$ cat config.mk
export PLATFORM = sky130hd
export DESIGN_NAME = axi_ar_rr_arbiter
export DESIGN_NICKNAME = d
export VERILOG_FILES = /design/src/rtl/axi_ar_rr_arbiter.sv
export SDC_FILE = /design/constraint.sdc
export NUM_CORES = 1
export LEC_CHECK = 0
export CORE_UTILIZATION = 25
export CTS_CLUSTER_SIZE = 30
export DETAILED_ROUTE_END_ITERATION = 16
export PLACE_DENSITY_LB_ADDON = 0.2
export SYNTH_ARGS = -nofsm -noshare
export SYNTH_HDL_FRONTEND = slang
export SYNTH_SLANG_ARGS = --single-unit
$ cat constraint.sdc
create_clock -name clk -period 3.9 [get_ports clk]
set_clock_uncertainty 0.2 [all_clocks]
set_input_delay 0.78 -clock clk [delete_from_list [all_inputs] [get_ports clk]]
set_output_delay 0.78 -clock clk [all_outputs]
set_load 0.02 [all_outputs]
$ cat src/rtl/axi_ar_rr_arbiter.sv
// Read-address arbiter for one downstream slave port of the AXI crossbar.
// It picks one request per grant from NUM_M upstream masters using round-robin.
// Permitted requests go to the slave through a registered AR slice.
// Denied requests go to the virtual error slave.
// It limits the number of outstanding reads and prefixes ARID with the source index.
//
// Ports:
//   clk, rst_n                     clock, async active-low reset
//   s_ar_*  / s_ar_valid           packed per-master AR requests (master i in slice i)
//   s_ar_ready                     one-hot/zero accept, combinational in the capture cycle
//   region_read_en                 per-master read permission for this slave
//   m_ar_* / m_ar_valid/m_ar_ready forwarded AR channel, m_ar_id = {src_idx, ARID}
//   err_valid/err_id/err_len/err_ready  denied request to the virtual error slave
//   r_done                         pulse when the last beat of one read completes
//   outst_cnt                      outstanding read count (debug)
module axi_ar_rr_arbiter #(
    parameter int unsigned NUM_M     = 3,
    parameter int unsigned ADDR_W    = 14,
    parameter int unsigned ID_W      = 4,
    parameter int unsigned IDX_W     = 2,
    parameter int unsigned MAX_OUTST = 4
) (
    input  logic                    clk,
    input  logic                    rst_n,
    input  logic [NUM_M*ADDR_W-1:0] s_ar_addr,
    input  logic [NUM_M*8-1:0]      s_ar_len,
    input  logic [NUM_M*3-1:0]      s_ar_size,
    input  logic [NUM_M*2-1:0]      s_ar_burst,
    input  logic [NUM_M*ID_W-1:0]   s_ar_id,
    input  logic [NUM_M-1:0]        s_ar_valid,
    output logic [NUM_M-1:0]        s_ar_ready,
    input  logic [NUM_M-1:0]        region_read_en,
    output logic [ADDR_W-1:0]       m_ar_addr,
    output logic [7:0]              m_ar_len,
    output logic [2:0]              m_ar_size,
    output logic [1:0]              m_ar_burst,
    output logic [IDX_W+ID_W-1:0]   m_ar_id,
    output logic                    m_ar_valid,
    input  logic                    m_ar_ready,
    output logic                    err_valid,
    output logic [IDX_W+ID_W-1:0]   err_id,
    output logic [7:0]              err_len,
    input  logic                    err_ready,
    input  logic                    r_done,
    output logic [3:0]              outst_cnt
);

    localparam int unsigned OID_W = IDX_W + ID_W;
    localparam int unsigned SEL_W = (NUM_M > 1) ? $clog2(NUM_M) : 1;
    localparam int unsigned CNT_W = 4;

    typedef enum logic [1:0] {
        IDLE = 2'd0,
        FWD  = 2'd1,
        ERR  = 2'd2
    } state_t;

    state_t             state_q, state_d;
    logic [IDX_W-1:0]   rr_ptr, ptr_d, src_idx, next_ptr;
    logic [ADDR_W-1:0]  addr_q;
    logic [7:0]         len_q;
    logic [2:0]         size_q;
    logic [1:0]         burst_q;
    logic [OID_W-1:0]   id_q;
    logic [CNT_W-1:0]   outst_q;

    logic [NUM_M-1:0]   elig;
    logic               cnt_room;
    logic               found;
    logic [SEL_W-1:0]   win;
    int unsigned        cand;
    logic               capture;
    logic               cnt_inc, cnt_dec;

    // A denied request never waits for the outstanding limit.
    assign cnt_room = (outst_q < CNT_W'(MAX_OUTST));
    assign elig     = s_ar_valid & (~region_read_en | {NUM_M{cnt_room}});

    // The pointer advances past the master whose request just completed.
    assign src_idx  = id_q[OID_W-1 -: IDX_W];
    assign next_ptr = (src_idx == IDX_W'(NUM_M - 1)) ? '0 : src_idx + IDX_W'(1);

    // Round-robin search upward from rr_ptr, wrapping at NUM_M-1.
    always_comb begin
        found = 1'b0;
        win   = '0;
        cand  = 0;
        for (int k = 0; k < NUM_M; k++) begin
            cand = (32'(rr_ptr) + 32'(k)) % NUM_M;
            if (!found && elig[SEL_W'(cand)]) begin
                found = 1'b1;
                win   = SEL_W'(cand);
            end
        end
    end

    // State register
    always_ff @(posedge clk or negedge rst_n) begin
        if (!rst_n) begin
            state_q <= IDLE;
            rr_ptr  <= '0;
        end else begin
            state_q <= state_d;
            rr_ptr  <= ptr_d;
        end
    end

    // Next-state logic and the combinational accept
    always_comb begin
        state_d    = state_q;
        ptr_d      = rr_ptr;
        capture    = 1'b0;
        s_ar_ready = '0;
        case (state_q)
            IDLE: begin
                if (found) begin
                    capture         = 1'b1;
                    s_ar_ready[win] = 1'b1;
                    state_d         = region_read_en[win] ? FWD : ERR;
                end
            end
            FWD: begin
                if (m_ar_ready) begin
                    state_d = IDLE;
                    ptr_d   = next_ptr;
                end
            end
            ERR: begin
                if (err_ready) begin
                    state_d = IDLE;
                    ptr_d   = next_ptr;
                end
            end
            default: state_d = IDLE;
        endcase
    end

    // Output slice. It is loaded only in the capture cycle, so the payload holds until the handshake.
    always_ff @(posedge clk or negedge rst_n) begin
        if (!rst_n) begin
            addr_q  <= '0;
            len_q   <= '0;
            size_q  <= '0;
            burst_q <= '0;
            id_q    <= '0;
        end else if (capture) begin
            addr_q  <= s_ar_addr[win*ADDR_W +: ADDR_W];
            len_q   <= s_ar_len[win*8 +: 8];
            size_q  <= s_ar_size[win*3 +: 3];
            burst_q <= s_ar_burst[win*2 +: 2];
            id_q    <= {IDX_W'(win), s_ar_id[win*ID_W +: ID_W]};
        end
    end

    // Outstanding reads. r_done at zero is ignored.
    assign cnt_inc = (state_q == FWD) && m_ar_ready;
    assign cnt_dec = r_done && (outst_q != '0);

    always_ff @(posedge clk or negedge rst_n) begin
        if (!rst_n) begin
            outst_q <= '0;
        end else begin
            case ({cnt_inc, cnt_dec})
                2'b10:   outst_q <= outst_q + CNT_W'(1);
                2'b01:   outst_q <= outst_q - CNT_W'(1);
                default: outst_q <= outst_q;
            endcase
        end
    end

    assign m_ar_valid = (state_q == FWD);
    assign err_valid  = (state_q == ERR);
    assign m_ar_addr  = addr_q;
    assign m_ar_len   = len_q;
    assign m_ar_size  = size_q;
    assign m_ar_burst = burst_q;
    assign m_ar_id    = id_q;
    assign err_id     = id_q;
    assign err_len    = len_q;
    assign outst_cnt  = outst_q;

endmodule

==> run_results.csv, run 1 <==
group,metric,value,unit
grt,gr-usage-met1,20.03,%
yosys,synth_seq_cells,41,
routing,detail-route-antenna-nets,0,
yosys,async_reset_ff_share,100.0,%
cells_and_area,final_common_cell,"clkdlybuf4s50_1",
cts,cts_root_buffer,"clkbuf_16",
routing,wl_per_cell,16.33,um
placed_design,io_buffers,159,
cts,clock_sinks,41,
grt,grt_max_degree,67,
critical_path,arrival,2.79,ns
grt,gr-usage-met3,4.155,%
sta,setup_viol,0,
yosys,synth-warning-count,0,
placed_design,dpl.cell_count,589,
routing,initialDrtViolationCount,158,
sta,holdWs,0.3084,ns
min_path,min_to,"m_ar_size[1]",
min_path,holdCritPathClass,"flop to flop",
cts,clk_latency,0.28,ns
critical_path,crit_required,2.92,ns
yosys,avgSynthCellArea,9.414,um2
pwr,p_leak,0.001898,uW
routing,firstDrtPassIters,4,
routing,drc,0,
sta,period_needed,3.766,ns
grt,use_met2,27.00,%
cts,cts_inserted_buffers,5,
cts,ctsHoldBuffers,0,
grt,grt_overflow,0,
sta,rsz0062_at_grt,"no",
sta,worstMarginPinSlew,0.9711,ns
die,die_x,110.9,um
min_path,hold_path_depth,2,
critical_path,ff2ff_setup_slack,1.01,ns
routing,vias_per_cell,4.982,
critical_path,path_class,"input pin to output port",
yosys,netlist_instances,315,
sta,max_slew_margin,35.26,%
yosys,syn-num-nets,425,
sta,fin_crit_sh,96.57,%
min_path,hp-start,"m_ar_size[1]",
die,io_pins,160,
die,num_rows,39,
cells_and_area,final_nets,563,
cells_and_area,instances_no_fill,597,
critical_path,reg2reg_depth,8,
cells_and_area,final_cell_mix,"155 x clkdlybuf4s50_1, 41 x dfrtp_1, 37 x o21ai_0, 37 x nor2_1, 34 x nor3_1",
cells_and_area,drive_above_1_share,13.22,%
sta,fmax,265.5,MHz
yosys,synth_edf_count,0,
grt,grt_pass1_vias,3177,
grt,grt-busiest-layer,"met2",
cells_and_area,utilization,41.71,%
grt,grt_pass1_wl,16080,um
cells_and_area,fillers,1146,
critical_path,regToRegEndpoint,"m_ar_size[1]",
critical_path,cp-end-kind,"output port",
yosys,dominantRegCellSynth,"dfrtp_1",
cts,clk_pin_slew,0.06,ns
yosys,synthDistinctLibCells,43,
critical_path,start_kind,"input pin",
placed_design,dp_hpwl,6524,um
cts,cts_tree,"done",
cts,htree_levels,2,
outcome,status,"complete, no violations",
cts,clock_path_buffers,2,
grt,antenna_found_initial,0,
cells_and_area,syn2layout_area_growth,61.31,%
critical_path,critPathMaxFanout,4,
placed_design,gp_routability_congestion,0.8831,
routing,vias,2974,
routing,routed_wirelength,9747,um
critical_path,worstReg2RegStart,"rr_ptr[0]",
sta,finalHoldViolations,0,
die,initial_core_util,25.86,%
die,dieArea,0.01230,mm2
grt,grtUsageTotal,15.97,%
pwr,power_per_cell_area,861.8,mW/mm2
yosys,synthesis.area,0.002965,mm2
cells_and_area,antenna_cells,0,
die,coreArea,0.01147,mm2
die,die_y,110.9,um
pwr,ir_worst_vdd,0.5561,mV
run,maxCapViolations,0,
sta,slew_viol_final,0,
yosys,ys_seq_area_share,34.60,%
[cells in the mapped netlist (all sizes together) (3+ instances only)]
| cell | n | area (um2) |
|---|---|---|
| o41ai | 33 | 491.7 |
| nor2 | 37 | 138.9 |
| buf | 25 | 190.2 |
| inv | 5 | 18.77 |
| nor3b | 33 | 247.7 |
| nor2b | 4 | 25.02 |
| nand2b | 3 | 18.77 |
| clkbuf | 17 | 63.81 |
| o21ai | 39 | 202.7 |
| nand2 | 8 | 30.03 |
| nor3 | 34 | 170.2 |
| ha | 5 | 62.56 |
| dfrtp | 41 | 1026 |
[worst max-delay path, stage by stage]
cell and delay [ns]:
clkdlybuf4s50_1 0.55, nor3b_1 0.25, a2111oi_2 0.09, o22a_1 0.24, or2_2 0.33, nor3_1 0.19
dlygate4sd2_1 0.35
[flip-flops by register name, summed over array words and instances (netlist names)]
| signal | flops |
|---|---|
| m_ar_size | 3 |
| err_id | 6 |
| rr_ptr | 2 |
| outst_cnt | 4 |
| m_ar_addr | 14 |
| m_ar_burst | 2 |
| state_q | 2 |
| err_len | 8 |
[timing repair]
item / 4_1_cts / 5_1_grt
endpoints found under the setup margin: 3 / 0
setup buffers: 0 / 0
hold endpoints to repair: 0 / 0
resized for setup: 5 / 0
[where the power goes]
| group | internal (uW) | switching [uW] | total [uW] | leakage (uW) |
|---|---|---|---|---|
| Sequential | 654 | 170 | 824 | 0.000501 |
| Combinational | 1260 | 1500 | 2760 | 0.00130 |
| Clock | 366 | 172 | 537 | 0.0000938 |
| Total | 2280 | 1840 | 4120 | 0.00190 |
[through the flow]
step	setup slack, ns	total power, uW	cell area (um2)	setup TNS [ns]
floorplan	0.5296	2703	2965	0
global placement	-0.06518	3602	4591	-0.1237
detailed placement	-0.1356	3621	4591	-0.2757
CTS	0.1306	4182	4783	0
global route	0.04006	4404	4783	0
finish	0.1339	4122	4783	0
[layout make-up]
type                    count  area (um2)  share of cell area, %
flip-flops and latches     41        1026                  21.45
inverters                   5       18.77                 0.3924
clock inverters             3       65.06                  1.360
clock buffers               5       125.1                  2.616
well taps                 143       178.9                  3.741
repair buffers            173        1688                  35.29
multi-input cells         227        1682                  35.16
[worst max path at each step]
| stage | endpoint | depth (start not counted) | start |
|---|---|---|---|
| floorplan | s_ar_ready[0] | 8 | rr_ptr[0] |
| global placement | s_ar_ready[0] | 7 | s_ar_valid[1] |
| detailed placement | s_ar_ready[1] | 8 | s_ar_valid[1] |
| CTS | s_ar_ready[0] | 7 | s_ar_valid[1] |
| global route | s_ar_ready[0] | 7 | s_ar_valid[1] |
| finish | s_ar_ready[0] | 7 | s_ar_valid[1] |
[cell families (layout without fill, tap and decap cells)]
kind of cell	count (synthesis)	count (layout)	share of synthesized area, %
fa+ha+maj	6	6	2.785
xor+xnor	4	4	1.182
simple gates	127	127	23.08
buf+inv	47	186	9.198
flops	41	41	34.60
mux	3	3	1.055
compound gates	87	87	28.10
[layer usage]
layer	wire, um	vias up
li1	-	1432
met1	4313	1428
met2	4624	106
met3	700	8
met4	109	0
met5	0	-
Power figures use the tool's default switching activity.
==> inputs of run 2 (changes only) <==
Settings changed: CORE_ASPECT_RATIO set to 0.6.
==> run 2 against run 1 <==
Compared with the run above: sequential share of layout area decreased by 0.067 points; sequential cell count unchanged; routed wire length increased by 6.9%; fmax increased by 1.3%; hold slack improved by 0.0036 ns.
==> run_results.csv, run 2 (synthesized netlist as in run 1, its figures left out) <==
group,metric,value,unit
outcome,status,"complete, no violations",
die,die_x,142.6,um
routing,vias,3016,
critical_path,critPathBufInv,3,
critical_path,reg2reg_depth,9,
routing,initialDrtViolationCount,127,
pwr,p_leak,0.001898,uW
cells_and_area,antenna_cells,0,
cts,cts_tree,"done",
cells_and_area,largest_register_ffs,14,
critical_path,cp-end-kind,"output port",
routing,drc,0,
min_path,holdCritPathClass,"flop to flop",
critical_path,worstReg2RegStart,"rr_ptr[0]",
cts,clock_sinks,41,
cells_and_area,utilization,42.05,%
cells_and_area,drive_above_1_share,13.57,%
cells_and_area,final_common_cell,"clkdlybuf4s50_1",
sta,finalHoldViolations,0,
critical_path,cp_slowest_cell,"clkdlybuf4s50_1",
cts,cts_root_buffer,"clkbuf_16",
critical_path,crit_required,2.92,ns
cts,clk_latency,0.29,ns
sta,period_needed,3.719,ns
placed_design,dp_hpwl,7327,um
grt,grt_max_degree,65,
cells_and_area,syn2layout_area_growth,61.81,%
sta,slew_viol_final,0,
cells_and_area,final_nets,566,
critical_path,arrival,2.74,ns
die,die_y,86.36,um
critical_path,path_class,"input pin to output port",
placed_design,io_buffers,159,
grt,grt_overflow,0,
critical_path,critPathMaxFanout,5,
die,num_rows,30,
sta,rsz0062_at_grt,"no",
routing,vias_per_cell,4.888,
min_path,hp-start,"m_ar_burst[0]",
run,maxCapViolations,0,
die,io_pins,160,
grt,grt_pass1_wl,16720,um
cts,htree_levels,2,
cells_and_area,regArea,0.001026,mm2
cts,clock_path_buffers,2,
critical_path,start_kind,"input pin",
grt,antenna_found_initial,0,
critical_path,cp_cell_sequence,"clkdlybuf4s50_1 > nor3b_1 > a2111oi_0 > o22a_1 > buf_4 > nor2_1 > and2_1 > dlygate4sd2_1",
pwr,ir_worst_vdd,0.4425,mV
sta,max_slew_margin,30.78,%
routing,detail-route-antenna-nets,0,
critical_path,worstSetupEndpoint,"s_ar_ready[1]",
critical_path,cp_top_family,"buffers and inverters",
critical_path,crit_start,"s_ar_valid[1]",
critical_path,max_stage_delay,0.51,ns
routing,wl_per_cell,16.88,um
pwr,power_per_cell_area,860.1,mW/mm2
sta,finalSetupTns,0,ns
die,dieArea,0.01231,mm2
sta,setup_viol,0,
cts,cts_inserted_buffers,5,
cells_and_area,fillers,1151,
routing,routed_wirelength,10420,um
cts,ctsHoldBuffers,0,
sta,fmax,268.9,MHz
die,initial_core_util,25.99,%
grt,grt_pass1_vias,3126,
cts,postCtsSetupBuffers,0,
placed_design,gp_routability_congestion,0.8280,
critical_path,ff2ff_setup_slack,1.07,ns
routing,firstDrtPassIters,4,
critical_path,regToRegEndpoint,"m_ar_burst[0]",
die,coreArea,0.01141,mm2
sta,worstMarginPinSlew,1.038,ns
cells_and_area,multi_input_area,0.001675,mm2
cells_and_area,final_cell_mix,"155 x clkdlybuf4s50_1, 41 x dfrtp_1, 37 x o21ai_0, 37 x nor2_1, 34 x nor3_1",
sta,fin_crit_sh,95.35,%
critical_path,cp_num_cells,8,
grt,grtUsageTotal,17.62,%
cts,clk_pin_slew,0.07,ns
-- run 2: cell type report --
cell class,count,share of cell area [%]
Multi-Input combinational cell,227,34.92
Timing Repair Buffer,176,35.65
Sequential cell,41,21.38
Clock buffer,6,2.686
Inverter,5,0.3911
Tap cell,160,4.172
Clock inverter,2,0.8083
-- run 2: metal layers --
metal	track usage, %	part of all wire (%)
met3	6.298	9.1
met4	3.617	0.57
met1	23.22	49
met5	0	0
met2	27.76	42
-- run 2: where the power goes --
part	switching [uW]	leakage, uW	internal [uW]	total [uW]
combinational	1530	0.00132	1290	2820
clock	181	0.0000810	304	484
sequential	170	0.000501	653	823
total	1880	0.00190	2250	4130
-- run 2: worst reg2reg max path: stages (launching register included) --
cell      delay [ns]
dfrtp_1         0.35
inv_1           0.06
ha_1            0.42
nor2b_1         0.21
o311ai_1        0.11
buf_4           0.16
a211oi_4        0.31
buf_4           0.40
nor3_1          0.11
o41ai_1         0.40
-- run 2: what timing repair did --
action                                  CTS  global route
endpoints found under the setup margin    3             1
cloned                                    0             0
gates resized for setup                   4             3
endpoints found under the hold margin     0             0
-- run 2: stage by stage --
| stage | hold slack (ns) | power [uW] | worst slack [ns] | cells | cell area, um2 |
|---|---|---|---|---|---|
| floorplan | 0.2844 | 2703 | 0.5296 | 315 | 2965 |
| global placement | 0.2994 | 3644 | -0.1585 | 609 | 4634 |
| detailed placement | 0.3024 | 3685 | -0.1437 | 609 | 4634 |
| CTS | 0.3186 | 4193 | 0.1184 | 617 | 4802 |
| global route | 0.3280 | 4432 | 0.02221 | 617 | 4798 |
| finish | 0.3120 | 4127 | 0.1813 | 617 | 4798 |
-- run 2: worst min path at each step --
stage          slack (ns)            end  cells after the start
2_1_floorplan        0.28      err_id[0]                      0
3_3_place_gp         0.30   m_ar_size[1]                      2
3_5_place_dp         0.30  m_ar_burst[0]                      2
4_1_cts              0.32  m_ar_burst[0]                      2
5_1_grt              0.33  m_ar_burst[0]                      2
6_report             0.31  m_ar_burst[0]                      2
